--- src/rtl/addr_bus_sequencer.sv ---
// Selects one of NSRC address sources and runs single/burst accesses onto a registered address bus.
// Latency: ADDR_VALID one cycle after START; each beat holds until MEM_READY, waits are unbounded.
module addr_bus_sequencer #(
   parameter int ADDR_W      = 16,
   parameter int NSRC        = 3,
   parameter int SEL_W       = 2,
   parameter int DEFAULT_SEL = 2,
   parameter int LEN_W       = 4
) (
   input  logic                   CLK,
   input  logic                   RESET,
   input  logic [NSRC*ADDR_W-1:0] SRC_DIN,
   input  logic [SEL_W-1:0]       ADDR_BUSX,
   input  logic                   START,
   input  logic [LEN_W-1:0]       BURST_LEN,
   input  logic [ADDR_W-1:0]      STEP,
   input  logic                   MEM_READY,
   output logic [ADDR_W-1:0]      ADDR,
   output logic                   ADDR_VALID,
   output logic                   BUSY,
   output logic                   DONE,
   output logic                   WRAP
);

   typedef enum logic {
      IDLE  = 1'b0,
      ISSUE = 1'b1
   } state_t;

   state_t            state_q, state_d;
   logic [ADDR_W-1:0] addr_q, addr_d;
   logic [ADDR_W-1:0] step_q, step_d;
   logic [LEN_W-1:0]  rem_q, rem_d;
   logic              done_q, done_d;
   logic              wrap_q, wrap_d;

   int                sel_idx;
   logic [ADDR_W-1:0] src_sel;
   logic [ADDR_W:0]   sum_w;

   // Out-of-range selects fall back to DEFAULT_SEL rather than reading past the packed bus.
   always_comb begin
      sel_idx = (int'(ADDR_BUSX) < NSRC) ? int'(ADDR_BUSX) : DEFAULT_SEL;
      src_sel = '0;
      for (int k = 0; k < NSRC; k++) begin
         if (sel_idx == k) begin
            src_sel = SRC_DIN[k*ADDR_W +: ADDR_W];
         end
      end
   end

   assign sum_w = {1'b0, addr_q} + {1'b0, step_q};

   always_comb begin
      state_d = state_q;
      addr_d  = addr_q;
      step_d  = step_q;
      rem_d   = rem_q;
      done_d  = 1'b0;
      wrap_d  = wrap_q;
      case (state_q)
         IDLE: begin
            if (START) begin
               addr_d  = src_sel;
               step_d  = STEP;
               rem_d   = (BURST_LEN == '0) ? LEN_W'(1) : BURST_LEN;
               wrap_d  = 1'b0;
               state_d = ISSUE;
            end
         end
         ISSUE: begin
            if (MEM_READY) begin
               if (rem_q == LEN_W'(1)) begin
                  done_d  = 1'b1;
                  state_d = IDLE;
               end else begin
                  addr_d = sum_w[ADDR_W-1:0];
                  rem_d  = rem_q - LEN_W'(1);
                  if (sum_w[ADDR_W]) begin
                     wrap_d = 1'b1;
                  end
               end
            end
         end
         default: state_d = IDLE;
      endcase
   end

   always_ff @(posedge CLK) begin
      if (RESET) begin
         state_q <= IDLE;
         addr_q  <= '0;
         step_q  <= '0;
         rem_q   <= '0;
         done_q  <= 1'b0;
         wrap_q  <= 1'b0;
      end else begin
         state_q <= state_d;
         addr_q  <= addr_d;
         step_q  <= step_d;
         rem_q   <= rem_d;
         done_q  <= done_d;
         wrap_q  <= wrap_d;
      end
   end

   assign ADDR       = addr_q;
   assign ADDR_VALID = (state_q == ISSUE);
   assign BUSY       = (state_q == ISSUE);
   assign DONE       = done_q;
   assign WRAP       = wrap_q;

endmodule

--- config.mk ---
export PLATFORM = sky130hd
export DESIGN_NAME = addr_bus_sequencer
export DESIGN_NICKNAME = d
export VERILOG_FILES = /design/src/rtl/addr_bus_sequencer.sv
export SDC_FILE = /design/constraint.sdc
export NUM_CORES = 1
export LEC_CHECK = 0
export CORE_UTILIZATION = 42
export DETAILED_ROUTE_END_ITERATION = 6
export PLACE_DENSITY = 0.8
export SLEW_MARGIN = 15
export SYNTH_ARGS = -nofsm -noshare
export SYNTH_HDL_FRONTEND = slang
export SYNTH_SLANG_ARGS = --single-unit
--- constraint.sdc ---
create_clock -name CLK -period 2.3 [get_ports CLK]
set_clock_uncertainty 0.15 [all_clocks]
set_input_delay 0.23 -clock CLK [delete_from_list [all_inputs] [get_ports CLK]]
set_output_delay 0.23 -clock CLK [all_outputs]
set_load 0.01 [all_outputs]
==> results.toml <==
[status]
status = "finished, final reports clean"

[worst_setup_path]
endpoint_kind = "register"
cp-start-kind = "register"
cp.arrival_ps = 2250
path_max_fanout = 7
cp.required_ps = 2340
crit_type = "register to register"

[clocking]
cts_tree = "done"
clk_path_buf_depth = 2
hold_buffers = 0
cts_buffers = 5
clk_latency_ps = 290
path_clk_slew_ps = 80
h-tree-depth = 2
cts-root-buf = "clkbuf_8"
cts_sinks = 39

[sta]
setup_tns_ps = 0
report.final.slew_viol_count = 0
slew_headroom_pct = 68.30
grt_setup_unrepaired = "yes"
fin_crit_sh_pct = 96.40
period_minus_slack_ps = 2217
hold_viol = 0
worst_pin_slew_ps = 473.7
worst_hold_slack_ps = 311.4
setup_viol = 0
max_clock_freq_mhz = 451.0

[drt]
ant_nets = 0
drc = 0
dr_total_vias = 2866
dr.first_iter.drc_count = 117
wl_per_cell_um = 15.04
via_per_inst = 5.469
dr.pass1.iters = 4
routed_wirelength_um = 7879

[cells_and_area]
layout_common_cells = "clkdlybuf4s50_1, nand2_1, a21oi_1"
diodes = 0
final_common_cell = "clkdlybuf4s50_1"
stdcell_area_um2 = 3954
fin_nets = 539
drive_gt1_share_pct = 10.74
syn_to_final_growth_pct = 44.42

[floorplan]
initial_core_util_pct = 43.36
io_pins = 94
placementRows = 29
dieArea_um2 = 6845
chipWidth_um = 82.74
die-height_um = 82.74
design.core.area_um2 = 6314

[synth]
ys_async_sr_fraction_pct = 0
syn_nets = 442
yosysTopAreaCellShare_pct = 28.52
synthesis.area_um2 = 2738
ys.warnings.count = 0
postSynthCellCount = 349
ys_seq_elements = 39
yosysTopAreaCell = "dfxtp_1"
synth_ff_type = "dfxtp_1"
yosys-top-cells-area = "dfxtp_1, a21oi_1, ha_1"
ys_seq_area_share_pct = 28.52
synth_edf_count = 0
avgSynthCellArea_um2 = 7.844
synth_cell_types = 57

[global_route]
grt_util_all_layers_pct = 23.07
use_met1_pct = 28.63
use_met2_pct = 40.25
grt.overflow.total = 0
grt_most_used_layer = "met2"
grt_use_met3_pct = 4.396
grt_first_pass_wirelength_um = 11980
grt_max_degree = 41
grt_antenna_before_repair = 0
first_global_vias = 2683

[power_and_ir_drop]
seqPwrFrac_pct = 39.2
powerDensity_nw_per_um2 = 506.0
clkPwrFrac_pct = 25.5
intPower_w = 0.001381
pwr-share-comb_pct = 35.3
p_leak_nw = 1.575
power_w = 0.002001
p_sw_share_pct = 30.96
switchingPower_w = 0.0006194
vdd_ir_drop_max_mv = 0.3290

[placement]
dp_hpwl_um = 5876
io_buffer_count = 93
placed_cell_area_um2 = 3784
gp_congestion = 0.9082

[worst_hold_path]
hold_path.class = "register to register"

[run]
cap_viol_max_count = 0
-- registers in the layout, indices dropped and copies added (netlist names) --
name / cells
ADDR_VALID: 1
step_q: 16
DONE: 1
WRAP: 1
ADDR: 16
rem_q: 4
-- routing by layer --
layer	wire, µm	vias up
met5	0	-
li1	-	1449
met2	3711	98
met1	3374	1309
met4	124	0
met3	667	10
-- power groups by stage --
| stage | registers (W) | clock network, W | logic, W |
|---|---|---|---|
| 5_1_grt | 0.000793 | 0.000554 | 0.000777 |
| 4_1_cts | 0.000781 | 0.000518 | 0.000697 |
| 3_3_place_gp | 0.000792 | 0 | 0.000675 |
| 2_1_floorplan | 0.000798 | 0 | 0.000385 |
| 6_report | 0.000784 | 0.000510 | 0.000706 |
| 3_5_place_dp | 0.000795 | 0 | 0.000685 |
-- kinds of logic after synthesis --
group	share of synthesized area, %
compound gates	26.60
xor+xnor	3.199
fa+ha+maj	8.958
buf+inv	5.256
flops	28.52
mux	8.455
simple gates	19.01
-- layout make-up --
cell class	count	area, µm²
fillers	563	2360
multi-input cells	282	1869
repair buffers	111	1079
flip-flops and latches	39	783.3
clock buffers	8	100.1
well taps	77	96.34
inverters	7	26.28
-- worst paths after layout --
| path | end | from | slack, ps | cells after the start |
|---|---|---|---|---|
| max | ADDR[12] | ADDR[7] | 80 | 7 |
| max reg2reg | ADDR[12] | ADDR[7] | 80 | 7 |
| min reg2reg | step_q[13] | step_q[13] | 310 | 2 |
| min | step_q[13] | step_q[13] | 310 | 2 |
-- synth_stat cells (3+ instances only) --
cell type and n:
dfxtp_1 39, ha_1 18, a31oi_1 3, buf_2 3, nand3_1 4, nor3_1 7, o211ai_1 3, inv_1 7
xor2_1 4, o21ai_0 21, a21oi_1 47, a211oi_1 6, a21o_1 5, xnor2_1 6, nand4_1 4, nor2_1 34
mux2_2 5, clkbuf_1 9, mux2i_1 16, nand2_1 55, buf_6 3
-- metrics by stage --
step	std cells	util, %	setup slack, ps
floorplan	349	-	21.57
global placement	514	59.93	-14.75
detailed placement	514	59.93	-74.03
CTS	524	62.17	20.55
global route	524	62.62	-24.03
finish	524	62.62	82.83
-- repair_timing --
action / in CTS / in global routing
pin swaps: 3 / 5
resized for setup: 6 / 3
setup endpoints to repair: 4 / 6
buffers inserted: 2 / 0
-- worst max-delay path, cell delays in order, from the launching register on --
cell,delay (ps)
dfxtp_1,340
ha_1,400
a21oi_1,320
o21ai_0,210
o21bai_1,230
buf_4,140
nand3_1,70
a32o_1,260
Note: power is estimated with default switching activity, not from simulation.
